<file path="config.mk">
export PLATFORM = sky130hd
export DESIGN_NAME = core_mul_iter
export DESIGN_NICKNAME = d
export VERILOG_FILES = /design/src/rtl/core_mul_iter.sv
export SDC_FILE = /design/constraint.sdc
export NUM_CORES = 1
export LEC_CHECK = 0
export CAP_MARGIN = 0
export CORE_ASPECT_RATIO = 0.75
export CORE_MARGIN = 1.5
export CORE_UTILIZATION = 50
export CTS_CLUSTER_DIAMETER = 120
export DETAILED_ROUTE_END_ITERATION = 10
export DONT_BUFFER_PORTS = 1
export GPL_ROUTABILITY_DRIVEN = 0
export PLACE_DENSITY = 0.64
export SKIP_LAST_GASP = 1
export SLEW_MARGIN = 15
export SYNTH_ARGS = -nofsm -noshare
export SYNTH_HDL_FRONTEND = slang
export SYNTH_SLANG_ARGS = --single-unit
</file>
<file path="constraint.sdc">
create_clock -name i_clk -period 3.79 [get_ports i_clk]
set_input_delay 0.5685 -clock i_clk [delete_from_list [all_inputs] [get_ports i_clk]]
set_output_delay 0.5685 -clock i_clk [all_outputs]
set_load 0.01 [all_outputs]
</file>
<file path="src/rtl/core_mul_iter.sv">
// Iterative radix-2 shift-add multiplier front end: multiplies operand magnitudes one bit
// per cycle and hands the unsigned product plus sign flags to the multiply output stage.
module core_mul_iter #(
  parameter int unsigned XLEN = 64
) (
  input  logic              i_clk,
  input  logic              i_rst_n,
  input  logic              i_mul_iter_valid,
  output logic              o_mul_iter_ready,
  input  logic [XLEN-1:0]   i_mul_iter_srcA,
  input  logic [XLEN-1:0]   i_mul_iter_srcB,
  input  logic [1:0]        i_mul_iter_control,
  input  logic              i_mul_iter_isword,
  input  logic              i_mul_iter_flush,
  output logic              o_mul_iter_valid,
  input  logic              i_mul_iter_ready,
  output logic [2*XLEN-1:0] o_mul_iter_product,
  output logic              o_mul_iter_srcA_Dsign,
  output logic              o_mul_iter_srcB_Dsign,
  output logic              o_mul_iter_srcA_Wsign,
  output logic              o_mul_iter_srcB_Wsign,
  output logic [1:0]        o_mul_iter_control,
  output logic              o_mul_iter_isword
);

  localparam int unsigned Half = XLEN / 2;
  localparam int unsigned CntW = $clog2(XLEN + 1);

  typedef enum logic [1:0] {StIdle, StCalc, StDone} state_e;

  state_e              state_q;
  logic [2*XLEN-1:0]   acc_q;
  logic [XLEN-1:0]     mcand_q;
  logic [CntW-1:0]     count_q;

  logic                a_dsign, b_dsign, a_wsign, b_wsign;
  logic [Half-1:0]     a_lo_mag, b_lo_mag;
  logic [XLEN-1:0]     a_mag, b_mag;
  logic [XLEN:0]       acc_hi_sum;
  logic [2*XLEN-1:0]   acc_next;
  logic [2*XLEN-1:0]   done_prod;

  assign o_mul_iter_ready = (state_q == StIdle) & i_rst_n;

  // Operand sign decode and magnitude formation for the incoming request.
  always_comb begin
    a_dsign  = 1'b0;
    b_dsign  = 1'b0;
    a_wsign  = 1'b0;
    b_wsign  = 1'b0;
    a_lo_mag = '0;
    b_lo_mag = '0;
    a_mag    = '0;
    b_mag    = '0;
    if (i_mul_iter_isword) begin
      a_wsign  = i_mul_iter_srcA[Half-1];
      b_wsign  = i_mul_iter_srcB[Half-1];
      a_lo_mag = a_wsign ? ('0 - i_mul_iter_srcA[Half-1:0]) : i_mul_iter_srcA[Half-1:0];
      b_lo_mag = b_wsign ? ('0 - i_mul_iter_srcB[Half-1:0]) : i_mul_iter_srcB[Half-1:0];
      a_mag    = {{(XLEN-Half){1'b0}}, a_lo_mag};
      b_mag    = {{(XLEN-Half){1'b0}}, b_lo_mag};
    end else begin
      a_dsign = (i_mul_iter_control != 2'b11) & i_mul_iter_srcA[XLEN-1];
      b_dsign = ~i_mul_iter_control[1] & i_mul_iter_srcB[XLEN-1];
      a_mag   = a_dsign ? ('0 - i_mul_iter_srcA) : i_mul_iter_srcA;
      b_mag   = b_dsign ? ('0 - i_mul_iter_srcB) : i_mul_iter_srcB;
    end
  end

  // One shift-add step; the carry out of the high half shifts into the MSB.
  always_comb begin
    acc_hi_sum = {1'b0, acc_q[2*XLEN-1:XLEN]} + (acc_q[0] ? {1'b0, mcand_q} : '0);
    acc_next   = {acc_hi_sum, acc_q[XLEN-1:1]};
    // Word ops run only Half steps, so the product still sits Half bits up.
    done_prod  = o_mul_iter_isword ? {{XLEN{1'b0}}, acc_next[XLEN+Half-1:Half]} : acc_next;
  end

  always_ff @(posedge i_clk) begin
    if (!i_rst_n) begin
      state_q               <= StIdle;
      acc_q                 <= '0;
      mcand_q               <= '0;
      count_q               <= '0;
      o_mul_iter_valid      <= 1'b0;
      o_mul_iter_product    <= '0;
      o_mul_iter_srcA_Dsign <= 1'b0;
      o_mul_iter_srcB_Dsign <= 1'b0;
      o_mul_iter_srcA_Wsign <= 1'b0;
      o_mul_iter_srcB_Wsign <= 1'b0;
      o_mul_iter_control    <= 2'b00;
      o_mul_iter_isword     <= 1'b0;
    end else if (i_mul_iter_flush) begin
      state_q          <= StIdle;
      o_mul_iter_valid <= 1'b0;
    end else begin
      unique case (state_q)
        StIdle: begin
          if (i_mul_iter_valid) begin
            o_mul_iter_srcA_Dsign <= a_dsign;
            o_mul_iter_srcB_Dsign <= b_dsign;
            o_mul_iter_srcA_Wsign <= a_wsign;
            o_mul_iter_srcB_Wsign <= b_wsign;
            o_mul_iter_control    <= i_mul_iter_control;
            o_mul_iter_isword     <= i_mul_iter_isword;
            mcand_q               <= a_mag;
            acc_q                 <= {{XLEN{1'b0}}, b_mag};
            count_q               <= i_mul_iter_isword ? CntW'(Half) : CntW'(XLEN);
            state_q               <= StCalc;
          end
        end
        StCalc: begin
          acc_q   <= acc_next;
          count_q <= count_q - CntW'(1);
          if (count_q == CntW'(1)) begin
            o_mul_iter_product <= done_prod;
            o_mul_iter_valid   <= 1'b1;
            state_q            <= StDone;
          end
        end
        StDone: begin
          if (i_mul_iter_ready) begin
            o_mul_iter_valid <= 1'b0;
            state_q          <= StIdle;
          end
        end
        default: state_q <= StIdle;
      endcase
    end
  end

endmodule

</file>
# [After elaboration in Yosys (flattened, before gate mapping)]
# Index checks and enable logic that the tools add are counted.
[word_totals] latch_bits=0 output_inout_bits=137 mem_count=0 ff_bits=337 elab_cells=64 romBits=0 ramBits=0
[op_classes] n_div=0 multipliers=0 magnitude_cmp=0 shifts=0 eq_ne=7 add_sub_neg=6 mux=24 reduce_logical=9 bitwise_logic=6
[op_table] cell="64-bit two-way mux" n=5
[op_table] cell="128-bit two-way mux" n=2
[op_table] cell="128-bit case mux with 2 select lines" n=1
[op_table] cell="1-bit by 64-bit subtractor with 64-bit output (first input constant)" n=2
[op_table] cell="64-bit by 64-bit adder with 65-bit output" n=1
[op_table] cell="32-bit two-way mux" n=2
[op_table] cell="1-bit by 32-bit subtractor with 32-bit output (first input constant)" n=2
[op_table] cell="3-bit AND reduction" n=5
[op_table] cell="7-bit two-way mux" n=2
[op_table] cell="7-bit case mux with 2 select lines" n=1
[op_table] cell="2-bit inequality test (second input constant)" n=4
[op_table] cell="7-bit by 1-bit == test with 1-bit output (second input constant)" n=1
[op_table] cell="7-bit by 1-bit subtractor with 7-bit output (second input constant)" n=1
[op_table] cell="1-bit two-way mux" n=6
[op_table] cell="2-bit two-way mux" n=3
[op_table] cell="2-bit case mux with 3 select lines" n=1
[op_table] cell="2-bit nonzero test" n=2
[op_table] cell="1-bit AND" n=3
[op_table] cell="1-bit inverter" n=3
[op_table] cell="2-bit by 1-bit == test with 1-bit output (second input constant)" n=1
[op_table] cell="2-bit == test (second input constant)" n=1
[op_table] cell="2-bit logical NOT" n=1
[op_table] cell="1-bit case mux with 2 select lines" n=1
[op_table] cell="2-bit OR reduction" n=1

# [Depth between registers and ports, before layout]
[depth] ltp_word=6 ltp_mapped=15 ltp_nobuf=14

# [Worst setup path after synthesis]
# OpenSTA, ideal clock, no wires.
[synth_timing] kind="input to register" from="input port i_mul_iter_srcA[28]" to="register mcand_q[49]" setup_ps=117 cell_stages=10 arrival_time_ps=3482 path_slack_ps=191 path_cell_list="or4_4 or4_1 or3b_1 or3_4 or3_4 or2_1 buf_6 o41ai_4 xnor2_1 a22o_1"
[synth_between] elab_chain_len=3
[synth_rtl] element="from (decl)" line="10" source="input logic [XLEN-1:0] i_mul_iter_srcA,"
[synth_rtl] element="1-bit by 64-bit subtractor with 64-bit output" line="65" source="a_mag = a_dsign ? ('0 - i_mul_iter_srcA) : i_mul_iter_srcA;"
[synth_rtl] element="64-bit two-way mux" line="65"
[synth_rtl] element="64-bit two-way mux" line="55" source="if (i_mul_iter_isword) begin"
[synth_rtl] element="to (signal assigned)" line="105" source="mcand_q <= a_mag;"
[synth_rtl] element="to (decl)" line="33" source="logic [XLEN-1:0] mcand_q;"
# No other way between the ends.
# A chain may end at the register's enable or synchronous reset.

# [Worst setup path after layout]
[layout_timing] from="register acc_q[0]" to="register o_mul_iter_product[105]"
[layout_between] elab_chain_len=3
[layout_rtl] element="from (decl)" line="32" source="logic [2*XLEN-1:0] acc_q;"
[layout_rtl] element="from (signal assigned)" line="106" source="acc_q <= {{XLEN{1'b0}}, b_mag};"
[layout_rtl] element="from (signal assigned)" line="112" source="acc_q <= acc_next;"
[layout_rtl] element="64-bit two-way mux" line="72" source="acc_hi_sum = {1'b0, acc_q[2*XLEN-1:XLEN]} + (acc_q[0] ? {1'b0, mcand_q} : '0);"
[layout_rtl] element="64-bit by 64-bit adder with 65-bit output" line="72"
[layout_rtl] element="128-bit two-way mux" line="75" source="done_prod = o_mul_iter_isword ? {{XLEN{1'b0}}, acc_next[XLEN+Half-1:Half]} : acc_next;"
[layout_rtl] element="to (signal assigned)" line="115" source="o_mul_iter_product <= done_prod;"
[layout_rtl] element="to (decl)" line="17" source="output logic [2*XLEN-1:0] o_mul_iter_product,"
# No other way between the ends.

==> results.md <==
Floorplan:
- The die boundary width is 229 um.
- The vertical die dimension is 173 um.
- The area enclosed by the die boundary is 39700 sq um.
- Once the floorplan was initialized, standard cells occupied 51.3% of the core.
- The number of cell rows is 61.
- Pin placement for this block handled 273 I/O pins.
- The area of the core region is 37500 sq um.

Routing:
- After detailed routing, the average wire length per cell comes to 23.2 um.
- The first routing iteration left 1931 violations.
- The highest routing layer actually used is met4.
- In this run the remaining antenna-violating nets after routing total 0.
- The first TritonRoute pass finished after 6 iterations.
- The number of vias in the routed layout is 17900.
- The number of remaining DRC errors is 0.
- The detailed router put a total of 31200 um of wire on met1.
- The detailed route wirelength on metal2 is 25000 um.
- The detailed-route wire length is 65800 um.
- Detailed routing placed a total of 8070 um of wire on met3.
- The post-detailed-route via-to-cell ratio is 6.33.

Clocking:
- TritonCTS created 36 clock buffers.
- The cell sitting at the root of the clock tree is a sky130_fd_sc_hd__clkbuf_16.
- In this run, post-CTS hold repair placed 0 buffers.
- The clock transition at the registers of the reported paths is 0.06 ns.
- The insertion delay to the later sink of the worst-skew pair is 0.55 ns.
- The clock passes through at most 3 buffers.
- The CTS tree is yes.
- The clock sink count is 337.
- The clock tree synthesis step divided the H-tree into 2 levels.

Logic synthesis:
- The synthesized design contains 337 register bits.
- After synthesis, the cell types taking the most area are sky130_fd_sc_hd__dfxtp_1, sky130_fd_sc_hd__nor2_1, sky130_fd_sc_hd__a21oi_1, sky130_fd_sc_hd__ha_1, sky130_fd_sc_hd__xnor2_1.
- In this run, synthesis inferred 0 flip-flops with an integrated enable.
- The top cell type's share of synthesized area is 35.1%.
- The most instantiated flip-flop cell in the synthesis netlist is sky130_fd_sc_hd__dfxtp_1.
- The synthesized design spends more area on one cell type than any other, namely sky130_fd_sc_hd__dfxtp_1.
- Synthesis produced a netlist with a net count of 2577.
- The post-synthesis average cell area is 8.11 sq um.
- The sequential-to-total area share from yosys stat is 35.1%.
- The total of warnings raised by yosys is 0.
- In this run the cell area of the synthesized design comes to 19200 sq um.
- The synthesized netlist contains 68 unique library cells.
- The number of cells produced by synthesis is 2370.
- Of all flip-flops after synthesis, the portion carrying an async set or reset was 0%.

Global routing:
- The number of global-route vias before repair is 15800.
- The global-route congestion overflow total is 0.
- The first global-routing pass estimated 98100 um of wire.
- The maximum number of pins on one net before global-route repair is 128.
- The global router's overall resource usage is 31.7%.
- The number of antenna violations at the first check in global routing is 1.

Critical path:
- The setup slack of the worst register-to-register path is 0.04 ns.
- The maximum fanout along the worst path is 47.
- The critical path crosses 15 cells after its start point.
- The slowest cell on the critical path is sky130_fd_sc_hd__o21ai_0.
- The launch point of the worst reg-to-reg path is acc_q[0]$_SDFFE_PN0P_.
- In this design, the critical path's most frequently occurring cell is sky130_fd_sc_hd__a21oi_1.
- For the worst setup path, the data arrival time is 4.17 ns.
- The end of the worst register-to-register path is o_mul_iter_product[105]$_SDFFE_PN0P_.
- Counting cells, the worst reg-to-reg path comes to 15.
- The worst setup path is launched from a register.
- The combined buffer and inverter count along the critical path is 3.
- The critical path starts at acc_q[0]$_SDFFE_PN0P_.
- The endpoint of the most critical setup path is o_mul_iter_product[105]$_SDFFE_PN0P_.
- The critical path goes through buf_4, buf_12, and2_1, ha_1, a21oi_1, o21ai_0, a21oi_1, o211ai_1, o21ai_0, a21o_1, nand2_1, a21oi_1, buf_4, mux2i_1, nand3_1.
- The endpoint kind of the worst setup timing path is a register.
- Grouping stages by cell kind, the critical path spends the most delay in compound AO/OA/AOI/OAI gates.
- For this run, the slowest stage of the critical path takes 0.55 ns.
- The critical path class is register to register.
- Data on the critical path is required at its endpoint by 4.21 ns.

STA:
- The tightest slew margin relative to the limit is 42.1%.
- The time the final worst path needs with I/O delays and setup is 3.75 ns.
- Setup repair after global routing could not meet its margin everywhere.
- The highest clock rate is 267 MHz.
- The transition at the pin with the smallest max-transition slack is 0.867 ns.
- Setup violations remaining at the end of the flow were counted as 0.
- The worst clock skew is 0.0229 ns.
- The post-route clock period utilization is 98.8%.
- Across all setup checks in the final design, the least slack found is 0.0441 ns.
- The count of final hold-check violations is 0.
- Adding up every negative setup slack in the final design gives 0 ns.
- The count of final max-slew check failures is 0.
- The worst hold slack is 0.153 ns.

Cells and area:
- Cells fill 56.2% of the core in the end.
- For this run, the post-layout net count is 2510.
- Across the whole layout, storage elements account for 6750 sq um.
- Relative to the synthesized area, the layout overhead comes to 9.50%.
- Cells with a size suffix above 1 make up 6.79% of the layout.
- Fill cells in the final layout number 3450.
- The area of combinational cells with multiple inputs is 11800 sq um.

Min path:
- The number of instances on the worst hold path is 1.
- The worst hold path belongs to the class primary input to register.
- The startpoint identified for the worst hold timing path is i_mul_iter_control[0].

Run:
- The tool flagged a number of max-cap violations equal to 0.

Placed design:
- The half-perimeter wire length after detailed placement is 49800 um.
- In this run the tool buffered the top-level ports with 0 buffer cells.
- The pre-CTS worst setup slack is -0.176 ns.

Pwr:
- The switching part of the total power is 26.0%.
- Internal power comes to 6.08 mW.
- For this design the total switching power over the nets is 2.14 mW.
- The clock power share is 44.5%.
- The sequential cell fraction of total power is 46.1%.
- Combinational logic is responsible for 9.4% of the overall power.
- In this run the static leakage power is 8.02 nW.
- Across the VDD grid, the largest voltage drop is 0.292 mV.
- The power density of the placed cells is 390 nW/um^2.

Status:
- The flow ran to the end, and the final reports show no timing, DRC or antenna violations.
-- area by class of cell --
type | count | share of cell area [%]
multi-input combinational | 1831 | 56.1
timing repair buffer | 61 | 2.41
sequential | 337 | 32.1
tap | 504 | 3.00
clock inverter | 9 | 0.517
antenna | 1 | 0.0119
clock buffer | 54 | 5.23
inverter | 36 | 0.666
-- synthesized netlist by cell type, drive strengths merged, types with 14 or more instances --
| library cell | count |
|---|---|
| or3 | 20 |
| nand4 | 33 |
| xnor2 | 100 |
| a21oi | 204 |
| o21bai | 19 |
| and2 | 69 |
| mux2i | 70 |
| o21ai | 117 |
| o211ai | 17 |
| a21o | 35 |
| a211oi | 91 |
| nand2 | 171 |
| nor3 | 62 |
| o31ai | 21 |
| a221oi | 34 |
| buf | 17 |
| clkbuf | 149 |
| dfxtp | 337 |
| inv | 35 |
| a22o | 89 |
| nor2 | 304 |
| xor2 | 76 |
| nand3 | 39 |
| a31oi | 18 |
| ha | 70 |
| nor4 | 14 |
| a22oi | 27 |
| nand2b | 16 |
-- power groups by stage --
stage                     logic, mW  clock network, mW  registers [mW]
after floorplan               0.581                  0            3.77
final                         0.776               3.65            3.79
after global placement        0.744                  0            3.85
after CTS                     0.760               3.69            3.77
after detailed placement      0.758                  0            3.85
after global routing          0.846               3.84            3.79
-- cells by family (layout without fill, tap and decap cells) --
group / Yosys count / count (layout) / share of synthesized area (%)
buffers and inverters: 202 / 160 / 4.00
other: 0 / 1 / 0
DFF: 337 / 337 / 35.1
xor gates and xnor gates: 176 / 176 / 8.02
adders and majority gates: 71 / 71 / 4.66
and+or+nand+nor: 779 / 779 / 18.8
AOI/OAI and AO/OA: 735 / 735 / 25.8
muxes: 70 / 70 / 3.64
-- routing by layer --
| layer | global-route usage, % | up-vias |
|---|---|---|
| li1 | - | 8465 |
| met1 | 48.8 | 8517 |
| met2 | 40.7 | 868 |
| met3 | 11.3 | 97 |
| met4 | 7.98 | 0 |
| met5 | 0 | - |
-- worst min path at each step --
stage | end
finish | o_mul_iter_control[0]$_SDFFE_PN0P_
global route | mcand_q[58]$_SDFFE_PN0P_
CTS | mcand_q[58]$_SDFFE_PN0P_
detailed placement | mcand_q[0]$_SDFFE_PN0P_
global placement | mcand_q[30]$_SDFFE_PN0P_
floorplan | mcand_q[58]$_SDFFE_PN0P_
-- state kept, by name, summed over array words and instances (netlist names), 2 cells and up --
signal	flops
mcand_q	64
acc_q	128
o_mul_iter_product	128
o_mul_iter_control	2
count_q	7
state_q	2
-- per-stage QoR --
stage                     instance area, sq um  total power [mW]  instances
after global placement                   19800              4.59       2769
final                                    21100              8.22       2833
after global routing                     21100              8.48       2832
after floorplan                          19200              4.35       2370
after CTS                                21000              8.22       2832
after detailed placement                 19800              4.61       2769
-- repair_timing --
item                       4_1_cts  5_1_grt
cloned                           0        0
pin swaps                        0        3
setup endpoints to repair        6       40
buffers inserted                 0        0
resized for setup                2        9
-- layout by cell type (no fill, tap or decap), types with 11 or more instances in the layout --
cell type                   Yosys  routed
sky130_fd_sc_hd__a211oi_1      91      89
sky130_fd_sc_hd__a21o_1        35      35
sky130_fd_sc_hd__a21oi_1      204     204
sky130_fd_sc_hd__a221oi_1      34      34
sky130_fd_sc_hd__a22o_1        89      89
sky130_fd_sc_hd__a22oi_1       27      26
sky130_fd_sc_hd__a31oi_1       18      18
sky130_fd_sc_hd__and2_1        69      68
sky130_fd_sc_hd__buf_4          1      57
sky130_fd_sc_hd__clkbuf_16      0      38
sky130_fd_sc_hd__dfxtp_1      337     336
sky130_fd_sc_hd__ha_1          70      70
sky130_fd_sc_hd__inv_1         34      34
sky130_fd_sc_hd__mux2i_1       70      70
sky130_fd_sc_hd__nand2_1      171     171
sky130_fd_sc_hd__nand2b_1      16      15
sky130_fd_sc_hd__nand3_1       39      39
sky130_fd_sc_hd__nand4_1       33      33
sky130_fd_sc_hd__nor2_1       304     295
sky130_fd_sc_hd__nor3_1        62      61
sky130_fd_sc_hd__nor4_1        14      14
sky130_fd_sc_hd__o211ai_1      17      17
sky130_fd_sc_hd__o21a_1        13      13
sky130_fd_sc_hd__o21ai_0      114     113
sky130_fd_sc_hd__o21bai_1      19      18
sky130_fd_sc_hd__o31ai_1       19      19
sky130_fd_sc_hd__or3_1         18      18
sky130_fd_sc_hd__or4_1         11      11
sky130_fd_sc_hd__xnor2_1      100     100
sky130_fd_sc_hd__xor2_1        76      75
Power figures use the tool's default switching activity.
